===== src/rtl/pfq_pkg.sv =====
// pfq_pkg: shared sizing helpers for the parametrised prefetch queue
package pfq_pkg;

    // bytes delivered per full bus fetch
    function automatic int bus_bytes(int bw);
        return bw / 8;
    endfunction

    // ring pointer width
    function automatic int ptr_w(int depth);
        return (depth > 1) ? $clog2(depth) : 1;
    endfunction

    // a + b mod m, valid while a < m and b <= m
    function automatic int unsigned mod_add(int unsigned a, int unsigned b, int unsigned m);
        int unsigned s;
        s = a + b;
        return (s >= m) ? s - m : s;
    endfunction

endpackage


===== src/rtl/pfq_if.sv =====
// pfq_if: BIU/EU-facing signal bundle of the prefetch queue
// slave : the queue (inputs FLUSH, FLUSH_ADDR, WR_VALID, WR_DATA, POP, POP2; drives the rest)
// master: the bus state machine / EU side
interface pfq_if #(
    parameter int DEPTH     = 4,
    parameter int BUS_WIDTH = 8
);
    logic                         FLUSH;
    logic [15:0]                  FLUSH_ADDR;
    logic                         FETCH_REQ;
    logic [15:0]                  FETCH_ADDR;
    logic                         WR_VALID;
    logic [BUS_WIDTH-1:0]         WR_DATA;
    logic                         POP;
    logic                         POP2;
    logic [7:0]                   PFQ_TOP_BYTE;
    logic [7:0]                   PFQ_NEXT_BYTE;
    logic                         PFQ_EMPTY;
    logic                         PFQ_NEXT_VALID;
    logic [15:0]                  PFQ_ADDR_OUT;
    logic [$clog2(DEPTH+1)-1:0]   PFQ_COUNT;

    modport slave (
        input  FLUSH, FLUSH_ADDR, WR_VALID, WR_DATA, POP, POP2,
        output FETCH_REQ, FETCH_ADDR, PFQ_TOP_BYTE, PFQ_NEXT_BYTE,
               PFQ_EMPTY, PFQ_NEXT_VALID, PFQ_ADDR_OUT, PFQ_COUNT
    );

    modport master (
        output FLUSH, FLUSH_ADDR, WR_VALID, WR_DATA, POP, POP2,
        input  FETCH_REQ, FETCH_ADDR, PFQ_TOP_BYTE, PFQ_NEXT_BYTE,
               PFQ_EMPTY, PFQ_NEXT_VALID, PFQ_ADDR_OUT, PFQ_COUNT
    );
endinterface


===== src/rtl/pfq_ring.sv =====
// pfq_ring: DEPTH-byte ring storage, 2-byte write at wa/wa+1, 2 read ports at ra/ra+1
// i_clk, i_rst_n : clock, sync active-low reset (clears storage)
// i_we0/i_wd0    : write byte at i_wa;  i_we1/i_wd1 : write byte at i_wa+1
// i_ra           : read address; o_rd0 = mem[ra], o_rd1 = mem[ra+1]
module pfq_ring
    import pfq_pkg::*;
#(
    parameter int DEPTH = 4,
    parameter int PW    = ptr_w(DEPTH)
) (
    input  logic          i_clk,
    input  logic          i_rst_n,
    input  logic          i_we0,
    input  logic          i_we1,
    input  logic [PW-1:0] i_wa,
    input  logic [7:0]    i_wd0,
    input  logic [7:0]    i_wd1,
    input  logic [PW-1:0] i_ra,
    output logic [7:0]    o_rd0,
    output logic [7:0]    o_rd1
);
    logic [7:0]    r_mem [DEPTH];
    logic [PW-1:0] w_wa1;
    logic [PW-1:0] w_ra1;

    // second byte wraps independently, so a 2-byte write may split at the end
    assign w_wa1 = PW'(mod_add(32'(i_wa), 32'd1, DEPTH));
    assign w_ra1 = PW'(mod_add(32'(i_ra), 32'd1, DEPTH));
    assign o_rd0 = r_mem[i_ra];
    assign o_rd1 = r_mem[w_ra1];

    always_ff @(posedge i_clk) begin
        if (!i_rst_n) begin
            for (int i = 0; i < DEPTH; i++) r_mem[i] <= '0;
        end else begin
            if (i_we0) r_mem[i_wa] <= i_wd0;
            if (i_we1) r_mem[w_wa1] <= i_wd1;
        end
    end
endmodule


===== src/rtl/pfq_param.sv =====
// pfq_param: parametrised BIU instruction prefetch queue (8088/8086 style)
// CORE_CLK, RESET_N : clock, sync active-low reset
// bus (pfq_if.slave): flush, fetch request/address, fill data, pop/pop2, EU view
module pfq_param
    import pfq_pkg::*;
#(
    parameter int          DEPTH      = 4,
    parameter int          BUS_WIDTH  = 8,
    parameter logic [15:0] RESET_ADDR = 16'h0000
) (
    input  logic  CORE_CLK,
    input  logic  RESET_N,
    pfq_if.slave  bus
);
    localparam int PW = ptr_w(DEPTH);
    localparam int CW = $clog2(DEPTH+1);
    localparam int BB = bus_bytes(BUS_WIDTH);

    logic [CW-1:0] r_count;
    logic [PW-1:0] r_rd;
    logic [PW-1:0] r_wr;
    logic [15:0]   r_top_ip;
    logic [15:0]   r_fetch_ip;

    logic [CW-1:0] w_fill;
    logic [CW-1:0] w_wn;
    logic [CW-1:0] w_rem;
    logic          w_wr;
    logic          w_we;
    logic [15:0]   w_wd;
    logic [7:0]    w_b0;

    // an odd fetch address on a 16-bit bus only yields the high byte
    assign w_fill = (BB == 1 || r_fetch_ip[0]) ? CW'(1) : CW'(2);
    assign bus.FETCH_REQ = (CW'(DEPTH) - r_count) >= w_fill;
    assign w_wr = bus.WR_VALID && bus.FETCH_REQ;
    assign w_we = w_wr && !bus.FLUSH;
    assign w_wn = w_wr ? w_fill : '0;
    assign w_rem = (bus.POP2 && r_count >= CW'(2)) ? CW'(2) :
                   ((bus.POP || bus.POP2) && r_count != '0) ? CW'(1) : '0;
    assign w_wd = 16'(bus.WR_DATA);
    assign w_b0 = (BB == 2 && r_fetch_ip[0]) ? w_wd[15:8] : w_wd[7:0];

    pfq_ring #(.DEPTH(DEPTH), .PW(PW)) u_ring (
        .i_clk   (CORE_CLK),
        .i_rst_n (RESET_N),
        .i_we0   (w_we),
        .i_we1   (w_we && w_fill == CW'(2)),
        .i_wa    (r_wr),
        .i_wd0   (w_b0),
        .i_wd1   (w_wd[15:8]),
        .i_ra    (r_rd),
        .o_rd0   (bus.PFQ_TOP_BYTE),
        .o_rd1   (bus.PFQ_NEXT_BYTE)
    );

    always_ff @(posedge CORE_CLK) begin
        if (!RESET_N) begin
            r_count    <= '0;
            r_rd       <= '0;
            r_wr       <= '0;
            r_top_ip   <= RESET_ADDR;
            r_fetch_ip <= RESET_ADDR;
        end else if (bus.FLUSH) begin
            r_count    <= '0;
            r_rd       <= '0;
            r_wr       <= '0;
            r_top_ip   <= bus.FLUSH_ADDR;
            r_fetch_ip <= bus.FLUSH_ADDR;
        end else begin
            r_count    <= r_count + w_wn - w_rem;
            r_rd       <= PW'(mod_add(32'(r_rd), 32'(w_rem), DEPTH));
            r_wr       <= PW'(mod_add(32'(r_wr), 32'(w_wn), DEPTH));
            r_top_ip   <= r_top_ip + 16'(w_rem);
            r_fetch_ip <= r_fetch_ip + 16'(w_wn);
        end
    end

    assign bus.FETCH_ADDR     = r_fetch_ip;
    assign bus.PFQ_ADDR_OUT   = r_top_ip;
    assign bus.PFQ_COUNT      = r_count;
    assign bus.PFQ_EMPTY      = r_count == '0;
    assign bus.PFQ_NEXT_VALID = r_count >= CW'(2);
endmodule


===== src/flat_wrapper.sv =====
// flat-port wrapper written by rule: the top's interface ports become plain ports
module pfq_param_flat import pfq_pkg::*;
#(
    parameter int          DEPTH      = 4,
    parameter int          BUS_WIDTH  = 8,
    parameter logic [15:0] RESET_ADDR = 16'h0000
)
  (CORE_CLK, RESET_N, bus_FLUSH, bus_FLUSH_ADDR, bus_WR_VALID, bus_WR_DATA, bus_POP, bus_POP2, bus_FETCH_REQ, bus_FETCH_ADDR, bus_PFQ_TOP_BYTE, bus_PFQ_NEXT_BYTE, bus_PFQ_EMPTY, bus_PFQ_NEXT_VALID, bus_PFQ_ADDR_OUT, bus_PFQ_COUNT);
  pfq_if #(.DEPTH(DEPTH), .BUS_WIDTH(BUS_WIDTH)) bus_i ();
  input  logic CORE_CLK;
  input  logic RESET_N;
  input wire logic [$bits(bus_i.FLUSH)-1:0] bus_FLUSH;
  input wire logic [$bits(bus_i.FLUSH_ADDR)-1:0] bus_FLUSH_ADDR;
  input wire logic [$bits(bus_i.WR_VALID)-1:0] bus_WR_VALID;
  input wire logic [$bits(bus_i.WR_DATA)-1:0] bus_WR_DATA;
  input wire logic [$bits(bus_i.POP)-1:0] bus_POP;
  input wire logic [$bits(bus_i.POP2)-1:0] bus_POP2;
  output wire logic [$bits(bus_i.FETCH_REQ)-1:0] bus_FETCH_REQ;
  output wire logic [$bits(bus_i.FETCH_ADDR)-1:0] bus_FETCH_ADDR;
  output wire logic [$bits(bus_i.PFQ_TOP_BYTE)-1:0] bus_PFQ_TOP_BYTE;
  output wire logic [$bits(bus_i.PFQ_NEXT_BYTE)-1:0] bus_PFQ_NEXT_BYTE;
  output wire logic [$bits(bus_i.PFQ_EMPTY)-1:0] bus_PFQ_EMPTY;
  output wire logic [$bits(bus_i.PFQ_NEXT_VALID)-1:0] bus_PFQ_NEXT_VALID;
  output wire logic [$bits(bus_i.PFQ_ADDR_OUT)-1:0] bus_PFQ_ADDR_OUT;
  output wire logic [$bits(bus_i.PFQ_COUNT)-1:0] bus_PFQ_COUNT;
  assign bus_i.FLUSH = bus_FLUSH;
  assign bus_i.FLUSH_ADDR = bus_FLUSH_ADDR;
  assign bus_i.WR_VALID = bus_WR_VALID;
  assign bus_i.WR_DATA = bus_WR_DATA;
  assign bus_i.POP = bus_POP;
  assign bus_i.POP2 = bus_POP2;
  assign bus_FETCH_REQ = bus_i.FETCH_REQ;
  assign bus_FETCH_ADDR = bus_i.FETCH_ADDR;
  assign bus_PFQ_TOP_BYTE = bus_i.PFQ_TOP_BYTE;
  assign bus_PFQ_NEXT_BYTE = bus_i.PFQ_NEXT_BYTE;
  assign bus_PFQ_EMPTY = bus_i.PFQ_EMPTY;
  assign bus_PFQ_NEXT_VALID = bus_i.PFQ_NEXT_VALID;
  assign bus_PFQ_ADDR_OUT = bus_i.PFQ_ADDR_OUT;
  assign bus_PFQ_COUNT = bus_i.PFQ_COUNT;
  pfq_param #(.DEPTH(DEPTH), .BUS_WIDTH(BUS_WIDTH), .RESET_ADDR(RESET_ADDR)) u_core (.CORE_CLK(CORE_CLK), .RESET_N(RESET_N), .bus(bus_i));
endmodule

===== config.mk =====
export PLATFORM = sky130hd
export DESIGN_NAME = pfq_param_flat
export DESIGN_NICKNAME = d
export VERILOG_FILES = /design/src/rtl/pfq_pkg.sv /design/src/rtl/pfq_if.sv /design/src/rtl/pfq_ring.sv /design/src/rtl/pfq_param.sv /design/src/flat_wrapper.sv
export SDC_FILE = /design/constraint.sdc
export NUM_CORES = 1
export LEC_CHECK = 0
export CORE_MARGIN = 8
export CORE_UTILIZATION = 25
export DETAILED_ROUTE_END_ITERATION = 8
export PLACE_DENSITY_LB_ADDON = 0.05
export SYNTH_ARGS = -nofsm -noshare
export SYNTH_HDL_FRONTEND = slang
export SYNTH_HIERARCHICAL = 1
export SYNTH_SLANG_ARGS = --single-unit
export TNS_END_PERCENT = 5

===== constraint.sdc =====
create_clock -name CORE_CLK -period 2.6 [get_ports CORE_CLK]
set_input_delay 0.65 -clock CORE_CLK [delete_from_list [all_inputs] [get_ports CORE_CLK]]
set_output_delay 0.65 -clock CORE_CLK [all_outputs]
set_load 0.02 [all_outputs]

==> reports/results.tsv, run 1 <==
metric	value	unit
Max clock buf depth	2	
Layout Nets	535	
gr usage total	0.124	
status	finished with violations	
dominant cells by area after synthesis	edfxtp_1 24%, dfxtp_1 20%, mux4_2 9.2%, xnor2_1 5.1%, ha_1 4.1%	
post-synthesis cell area	3940	um2
register bit total from synthesis	71	
first-pass iteration count of the detailed router	6	
remaining global-route overflow	0	
non-filler cells in the finished layout	711	
CTS Buf Count	9	
Synth top area share	0.244	
YS warnings	6	
hold path startpoint	u_core/bus.PFQ_ADDR_OUT[15]	
Fillers	1617	
Buffers on Ports	83	
Final Skew	0.00862	ns
Num Clock Sinks	71	
Final Cell Area	5690	um2
fin crit period	2.61	ns
H-tree depth	3	
initial core utilization	0.251	
TritonCTS clock tree	yes	
Required @ worst endpoint	2.82	ns
# setup viols final	1	
post-synth top area cell	edfxtp_1	
CP Max Fanout	3	
CP Launch Point	u_core/bus.PFQ_COUNT[1]	
fin crit share	1.00	
Reg area	1750	um2
multi-input logic area	2240	um2
EDFF count, synth	32	
antenna violation net count after detailed routing	0	
Cells on Worst Hold Path	2	
Hold Fails Final Rpt	0	
Rows	46	
hold path endpoint	u_core/bus.PFQ_ADDR_OUT[15]	
vias in the first global route	3352	
ys async rst share	0	
share of layout cells above drive strength 1	0.226	
drt total wl	11800	um
ant diodes	0	
first-pass GRT wire length	18600	um
synth-to-layout area growth	44.6	%
die span in x	141	um
R2R cell count	13	
io pins	84	
total number of vias	3128	
residual DRC count	0	
die area	20000	um2
Pins Over Slew Limit	0	
Worst R2R End	u_core/bus.PFQ_COUNT[2]	
Pwr Density	742	nW/um2
Final Worst Setup Slack	-0.00803	ns
RSZ-0062 raised after global routing	yes	
Post CTS Setup Buffer Count	0	
Reg clk slew, reported paths	0.06	ns
initial antenna violation count	0	
min-delay worst type	flip-flop to flip-flop	
Startpoint Class	flip-flop	
drt wl/cell	16.6	um
number of cells after detailed placement	695	
Placement Cell Area	5370	um2
gpl congestion	0.791	
crit end category	flip-flop	
clock latency on the worst-skew pair	0.34	ns
Max Clk Rate	0.383	GHz
cell count after synthesis	349	
Root Driver	clkbuf_16	
drt via density	4.40	
Fin Setup TNS	-0.00803	ns
Leak Pwr	2.18	nW
pin count of the biggest net entering global routing	34	
Yosys cell types	48	
maximum vdd ir drop	0.000302	V
1st-iter DRT viols	113	
Crit path arrival time	2.82	ns
cts hold-fix bufs	0	
Seq/Total Area, Yosys	0.443	
R2R Setup Slk	-0.008	ns
mean post-synth cell area	11.3	um2
DIE HEIGHT	141	um
Most used DFF post-synth	dfxtp_1	
dpl ws	-0.358	ns
FF-to-FF Start	u_core/bus.PFQ_COUNT[1]	
Detailed Place HPWL	8780	um
max-cap violations	0	
critical path type	flip-flop to flip-flop	
Core Footprint	15700	um2
failing checks	setup timing	
repair_timing:
action / in CTS / in global routing
pin swaps: 1 / 5
setup endpoints to repair: 32 / 47
hold endpoints to repair: 0 / 0
gates resized for setup: 21 / 12
worst max-delay path, cell delays in order, from the launching register on:
cell	delay, ns
dfxtp_4	0.37
inv_4	0.04
ha_4	0.15
ha_4	0.25
or4b_4	0.47
nand2_4	0.11
ha_4	0.20
inv_2	0.06
ha_4	0.12
inv_2	0.03
fa_2	0.37
xnor2_2	0.15
xnor2_1	0.13
nor2_1	0.06
synth_stat cells, types with 2 or more instances:
master    number
dfxtp_1       39
edfxtp_1      32
a21oi_1       23
xnor2_1       23
nand2_1       18
o21ai_0       17
a22o_1        16
mux4_2        16
inv_1         15
nor2_1        15
ha_1          13
and3_1        11
clkbuf_1       9
a22o_2         8
buf_6          8
mux2_2         8
nand3_1        7
nor4_1         7
and2_1         6
nand4_1        6
nor3_1         6
buf_2          5
xor2_1         4
a21boi_0       3
a31oi_1        3
or3b_1         3
a31o_2         2
and4b_2        2
fa_1           2
mux2i_1        2
nor2b_1        2
o31ai_1        2
flip-flops by register name, summed over array words and instances, names as in the netlist:
name	count
u_core/bus.FETCH_ADDR	16
u_core/bus.PFQ_COUNT	3
u_core/r_rd	2
u_core/bus.PFQ_ADDR_OUT	16
u_core/u_ring/r_mem	32
u_core/r_wr	2
per-stage QoR:
| stage | hold WS (ns) | power (mW) | util |
|---|---|---|---|
| floorplan | 0.498 | 2.41 | - |
| global placement | 0.504 | 3.09 | 0.343 |
| detailed placement | 0.522 | 3.10 | 0.343 |
| CTS | 0.530 | 4.25 | 0.360 |
| global route | 0.569 | 4.48 | 0.363 |
| finish | 0.516 | 4.22 | 0.363 |
cell usage in the layout (no fill, tap or decap), types with 7 or more instances in the layout:
cell / count
a21oi_1: 23
a22o_1: 16
a22o_2: 8
and3_1: 11
buf_4: 28
clkbuf_16: 9
clkdlybuf4s50_1: 66
conb_1: 37
dfxtp_1: 37
dlygate4sd2_1: 17
edfxtp_1: 32
ha_1: 7
inv_1: 11
mux2_2: 8
mux4_2: 16
nand2_1: 17
nor2_1: 13
o21ai_0: 17
xnor2_1: 22
area by class of cell:
| class | instances | area share |
|---|---|---|
| Inverter | 16 | 0.0110 |
| Tap cell | 216 | 0.0475 |
| Clock inverter | 1 | 0.000880 |
| Multi-Input combinational cell | 276 | 0.394 |
| Clock buffer | 15 | 0.0471 |
| Sequential cell | 71 | 0.307 |
| Timing Repair Buffer | 116 | 0.192 |
routing by layer:
metal,share of wire,global-route usage,up-vias
met3,0.067,0.0393,11
li1,-,-,1556
met4,0.016,0.0526,0
met5,0,0,-
met1,0.43,0.141,1477
met2,0.49,0.209,84
report_power, final:
| part | internal (mW) | switching (mW) |
|---|---|---|
| sequential | 1.30 | 0.103 |
| clock | 0.699 | 0.468 |
| combinational | 0.838 | 0.811 |
cells by family (layout without fill, tap and decap cells):
logic type | after synthesis | in the layout | share of synthesized area
fa+ha+maj | 15 | 15 | 0.0515
other cells | 1 | 37 | 0.000953
mux | 26 | 26 | 0.120
xor+xnor | 27 | 27 | 0.0601
flops | 71 | 71 | 0.443
compound gates | 76 | 76 | 0.130
buf+inv | 38 | 148 | 0.0531
simple gates | 95 | 95 | 0.142
how the worst max path moves through the flow:
stage	end	cells after the start	slack, ns
finish	u_core/bus.PFQ_COUNT[2]	13	-0.008
global route	u_core/bus.PFQ_COUNT[2]	13	-0.13
CTS	u_core/bus.PFQ_COUNT[2]	13	-0.06
detailed placement	u_core/bus.PFQ_ADDR_OUT[14]	10	-0.36
global placement	u_core/bus.PFQ_ADDR_OUT[14]	10	-0.31
floorplan	u_core/bus.PFQ_COUNT[2]	13	-0.09
(Power assumes the default switching activity.)
==> run 2: changes to the inputs <==
- CORE_MARGIN: 8 -> 5
- SYNTH_HIERARCHICAL: 1 -> unset
==> reports/results.tsv, run 2 <==
metric	value	unit
xor/xnor share of the synthesized area	0.0672	
Detailed Place HPWL	7870	um
Crit path largest cell delay	0.37	ns
fin crit period	2.62	ns
initial core utilization	0.253	
Yosys cell types	40	
Max Clk Rate	0.382	GHz
Root Driver	clkbuf_16	
io pins	84	
Slew Limit Headroom	0.645	
most common cell after layout, fill and taps aside	clkdlybuf4s50_1	
gpl congestion	0.769	
maximum vdd ir drop	0.000257	V
critical path type	flip-flop to flip-flop	
TritonCTS clock tree	yes	
CTS Buf Count	9	
Crit path arrival time	2.83	ns
post-synthesis cell area	3650	um2
vias in the first global route	3049	
Hold Fails Final Rpt	0	
drt total wl	10500	um
RSZ-0062 raised after global routing	yes	
clock latency on the worst-skew pair	0.33	ns
Max clock buf depth	2	
Layout Nets	490	
H-tree depth	3	
fin crit share	1.01	
Rows	44	
R2R cell count	12	
Post-Syn Nets	370	
min-delay worst type	flip-flop to flip-flop	
share of layout cells above drive strength 1	0.220	
YS warnings	0	
Final Skew	0.00756	ns
Pwr Density	824	nW/um2
multiplexer share of the synthesized area	0.102	
Seq/Total Area, Yosys	0.477	
EDFF count, synth	32	
Reg clk slew, reported paths	0.06	ns
Cells on Worst Hold Path	2	
ant diodes	0	
Most used DFF post-synth	dfxtp_1	
antenna violation net count after detailed routing	0	
gr usage total	0.128	
CP Max Fanout	5	
Post-synth top cells	39 x and2_1, 39 x dfxtp_1, 32 x edfxtp_1	
post-synth top area cell	edfxtp_1	
die area	17100	um2
ys async rst share	0	
residual DRC count	0	
pin count of the biggest net entering global routing	28	
Required @ worst endpoint	2.81	ns
Worst Hold Slack	0.568	ns
fin util	0.371	
initial antenna violation count	0	
worst path bufs/invs	2	
adder and majority cell fraction of the synthesized area	0.0556	
Startpoint Class	flip-flop	
Largest Register	u_core.u_ring.r_mem	
max-cap violations	0	
# setup viols final	2	
Num Clock Sinks	71	
register bit total from synthesis	71	
worst-path cell chain	inv_4 > ha_4 > nor3_4 > mux2i_1 > nor2_2 > ha_2 > inv_2 > fa_2 > nand3b_1 > nor4_2 > xnor2_1 > a21oi_1	
remaining global-route overflow	0	
synth-to-layout area growth	46.6	%
total number of vias	2861	
crit end category	flip-flop	
dpl ws	-0.500	ns
first-pass GRT wire length	16600	um
dominant cells by area after synthesis	edfxtp_1 26%, dfxtp_1 21%, mux4_2 9.9%, and2_1 6.7%, xnor2_1 5.3%	
CP max-delay cell	fa_2	
cell count after synthesis	325	
drt wl/cell	16.5	um
mean post-synth cell area	11.2	um2
Largest register FFs	32	
first-pass iteration count of the detailed router	4	
Pins Over Slew Limit	0	
largest family of logic cells by synthesized area	simple AND/OR/NAND/NOR gates	
Final Worst Setup Slack	-0.0186	ns
most frequent cells in the layout	64 x clkdlybuf4s50_1, 39 x and2_1, 37 x buf_4, 37 x dfxtp_1, 32 x edfxtp_1	
drt via density	4.51	
die span in x	131	um
slew at the pin with the worst max-slew slack	0.528	ns
Synth Area in Simple Gates	0.197	
Synth top area share	0.263	
complex-gate fraction of the synthesized area	0.0741	
DIE HEIGHT	131	um
Core Footprint	14400	um2
cell family with most CP delay	simple AND/OR/NAND/NOR gates	
failing checks	setup timing	
status	finished with violations	
1st-iter DRT viols	131	
Buffers on Ports	83	
Leak Pwr	1.96	nW
CP Depth	12	
## run 2: cell count changes after synthesis, moves of 3 or more
cell      previous run  this run
buf_6                8         0
mux2_2               8         0
nor3_1               6         9
a22o_2               8         0
a22o_1              16         0
and2_1               6        39
nor4_1               7         4
inv_1               15        12
nand3_1              7        10
or3b_1               3         0
nand2b_1             1         4
and3_1              11         2
nor2_1              15        11
## run 2: metal layers
metal	share of wire	GRT usage
met4	0.013	0.0454
met2	0.50	0.214
met3	0.053	0.0321
met5	0	0
met1	0.44	0.161
## run 2: power by group
group          switching (mW)  internal [mW]  leakage (nW)
Sequential              0.114           1.30         0.655
Clock                   0.522          0.753         0.139
Combinational           0.812          0.904          1.17
Total                    1.45           2.96          1.96
## run 2: worst paths after layout
kind / startpoint / to / slack, ns
setup / recovery: u_core.bus.PFQ_COUNT[0] / u_core.bus.PFQ_ADDR_OUT[10] / -0.02
hold / removal: u_core.bus.PFQ_ADDR_OUT[13] / u_core.bus.PFQ_ADDR_OUT[14] / 0.57
setup reg to reg: u_core.bus.PFQ_COUNT[0] / u_core.bus.PFQ_ADDR_OUT[10] / -0.02
hold reg to reg: u_core.bus.PFQ_ADDR_OUT[13] / u_core.bus.PFQ_ADDR_OUT[14] / 0.57
## run 2: stage by stage
stage | std cells | TNS, ns | power, mW | area, um2
after floorplan | 325 | -0.00482 | 2.36 | 3700
after global placement | 616 | -3.64 | 3.17 | 4990
after detailed placement | 616 | -3.64 | 3.18 | 4990
after CTS | 632 | -0.171 | 4.46 | 5320
after global routing | 634 | -0.998 | 4.69 | 5350
final | 634 | -0.0192 | 4.40 | 5350
## run 2: worst min-delay path, stage by stage, from the launching register on
cell	delay [ns]
dfxtp_1	0.36
nand4_1	0.08
a31oi_1	0.07
## run 2: final cells by class
| class | instances | area, um2 |
|---|---|---|
| fill | 1438 | 9080 |
| multi-input combinational | 229 | 1900 |
| sequential | 71 | 1750 |
| timing repair buffer | 121 | 1110 |
| tap | 184 | 230 |
| clock buffer | 9 | 225 |
| clock inverter | 7 | 78.8 |
| inverter | 13 | 51.3 |
## run 2: logic make-up after synthesis
logic type,after synthesis
multiplexers,17
adder cells (fa/ha/maj),15
buffers and inverters,25
AO/OA/AOI/OAI,49
AND/OR/NAND/NOR,120
XOR/XNOR,28
flip-flops,71
## run 2: what timing repair did
item	4_1_cts	5_1_grt
setup endpoints to repair	23	14
hold buffers	0	0
resized for setup	31	5
setup buffers	0	2
pin swaps	9	10
cloned	0	0
==> run 3: changes to the inputs <==
- CORE_UTILIZATION: 25 -> 45
==> reports/results.tsv, run 3 (same netlist as run 2, synthesis figures left out) <==
metric	value	unit
max-cap violations	0	
CP Depth	11	
Max clock buf depth	2	
Fillers	680	
failing checks	setup timing	
Startpoint Class	input port	
critical path type	input port to flip-flop	
first-pass GRT wire length	14600	um
TritonCTS clock tree	yes	
worst path bufs/invs	3	
Detailed Place HPWL	6790	um
maximum vdd ir drop	0.000389	V
Num Clock Sinks	71	
share of layout cells above drive strength 1	0.201	
Largest Register	u_core.u_ring.r_mem	
DIE HEIGHT	100	um
gr usage total	0.187	
slew at the pin with the worst max-slew slack	0.520	ns
first-pass iteration count of the detailed router	4	
crit end category	flip-flop	
Final Skew	0.0109	ns
die span in x	100	um
Required @ worst endpoint	2.82	ns
cell family with most CP delay	buffers and inverters	
drt total wl	9090	um
cts hold-fix bufs	0	
status	finished with violations	
initial antenna violation count	0	
most frequent cells in the layout	66 x clkdlybuf4s50_1, 39 x and2_1, 37 x dfxtp_1	
WL met2	4710	um
drt wl/cell	16.7	um
residual DRC count	0	
DR WL met3	447	um
Slew Limit Headroom	0.650	
Rows	32	
min-delay worst type	flip-flop to flip-flop	
Pins Over Slew Limit	0	
met1 wire length	3830	um
Final Worst Setup Slack	-0.0334	ns
total number of vias	2906	
fin util	0.646	
CTS Buf Count	9	
io pins	84	
drt via density	5.34	
Largest register FFs	32	
CP Max Fanout	5	
Root Driver	clkbuf_8	
Leak Pwr	1.86	nW
1st-iter DRT viols	74	
Crit path arrival time	2.86	ns
worst-path cell chain	clkdlybuf4s50_1 > mux2i_1 > nor2_2 > ha_2 > inv_2 > fa_2 > nand3b_1 > buf_6 > nor4_4 > xnor2_1 > a21oi_1	
die area	10000	um2
fin crit share	1.01	
Core Footprint	7810	um2
fin crit period	2.63	ns
pin count of the biggest net entering global routing	28	
H-tree depth	3	
CP max-delay cell	clkdlybuf4s50_1	
antenna violation net count after detailed routing	0	
Crit path largest cell delay	0.49	ns
synth-to-layout area growth	38.2	%
R2R cell count	10	
Fin Setup TNS	-0.0525	ns
top layer in use	met4	
ant diodes	0	
# setup viols final	4	
initial core utilization	0.467	
Buffers on Ports	83	
RSZ-0062 raised after global routing	yes	
Max Clk Rate	0.380	GHz
most common cell after layout, fill and taps aside	clkdlybuf4s50_1	
Cells on Worst Hold Path	2	
Pwr Density	748	nW/um2
vias in the first global route	2961	
clock latency on the worst-skew pair	0.34	ns
gpl congestion	0.803	
Layout Nets	482	
Hold Fails Final Rpt	0	
remaining global-route overflow	0	
Reg clk slew, reported paths	0.08	ns
[run 3: report_power, final]
group / leakage (nW) / internal (mW) / switching [mW]
Combinational: 1.12 / 0.803 / 0.773
Sequential: 0.655 / 1.30 / 0.114
Clock: 0.0855 / 0.347 / 0.437
Total: 1.86 / 2.45 / 1.32
[run 3: what timing repair did]
item	4_1_cts	5_1_grt
resized for setup	23	10
setup endpoints to repair	25	11
pin swaps	2	10
setup buffers	1	3
[run 3: metrics by stage]
| stage | power (mW) | hold slack (ns) | setup WS [ns] | std cells | area (um2) |
|---|---|---|---|---|---|
| after floorplan | 2.36 | 0.543 | -0.00360 | 325 | 3700 |
| after global placement | 3.01 | 0.553 | -0.450 | 524 | 4810 |
| after detailed placement | 3.05 | 0.556 | -0.493 | 524 | 4810 |
| after CTS | 3.77 | 0.571 | -0.0454 | 541 | 4980 |
| after global routing | 4.02 | 0.619 | -0.132 | 544 | 5040 |
| final | 3.77 | 0.570 | -0.0334 | 544 | 5040 |
[run 3: worst paths after layout]
| path | startpoint | to | slack, ns |
|---|---|---|---|
| worst max-delay path | bus_POP2 | u_core.bus.PFQ_ADDR_OUT[10] | -0.03 |
| worst min-delay path | u_core.bus.PFQ_ADDR_OUT[13] | u_core.bus.PFQ_ADDR_OUT[14] | 0.57 |
| worst max register to register | u_core.bus.PFQ_COUNT[1] | u_core.bus.PFQ_COUNT[2] | 0 |
| worst min register to register | u_core.bus.PFQ_ADDR_OUT[13] | u_core.bus.PFQ_ADDR_OUT[14] | 0.57 |
[run 3: layout make-up]
class	count	area (um2)	area share
Multi-Input combinational cell	229	1900	0.376
Clock buffer	9	124	0.0246
Sequential cell	71	1750	0.347
Inverter	13	51.3	0.0102
Clock inverter	7	48.8	0.00968
Tap cell	102	128	0.0253
Timing Repair Buffer	113	1050	0.208
[run 3: routing by layer]
metal  vias to the layer above  GRT usage
met5                         -          0
met4                         0     0.0642
met3                        10     0.0445
met2                        85      0.329
met1                      1407      0.225
li1                       1404          -
[run 3: worst reg2reg max path: stages, from the launching register on]
cell,delay (ns)
dfxtp_4,0.39
inv_1,0.05
ha_1,0.17
ha_1,0.28
or4b_4,0.47
and2_4,0.20
ha_1,0.19
fa_1,0.38
xnor2_1,0.18
xnor2_1,0.14
nor2_1,0.05
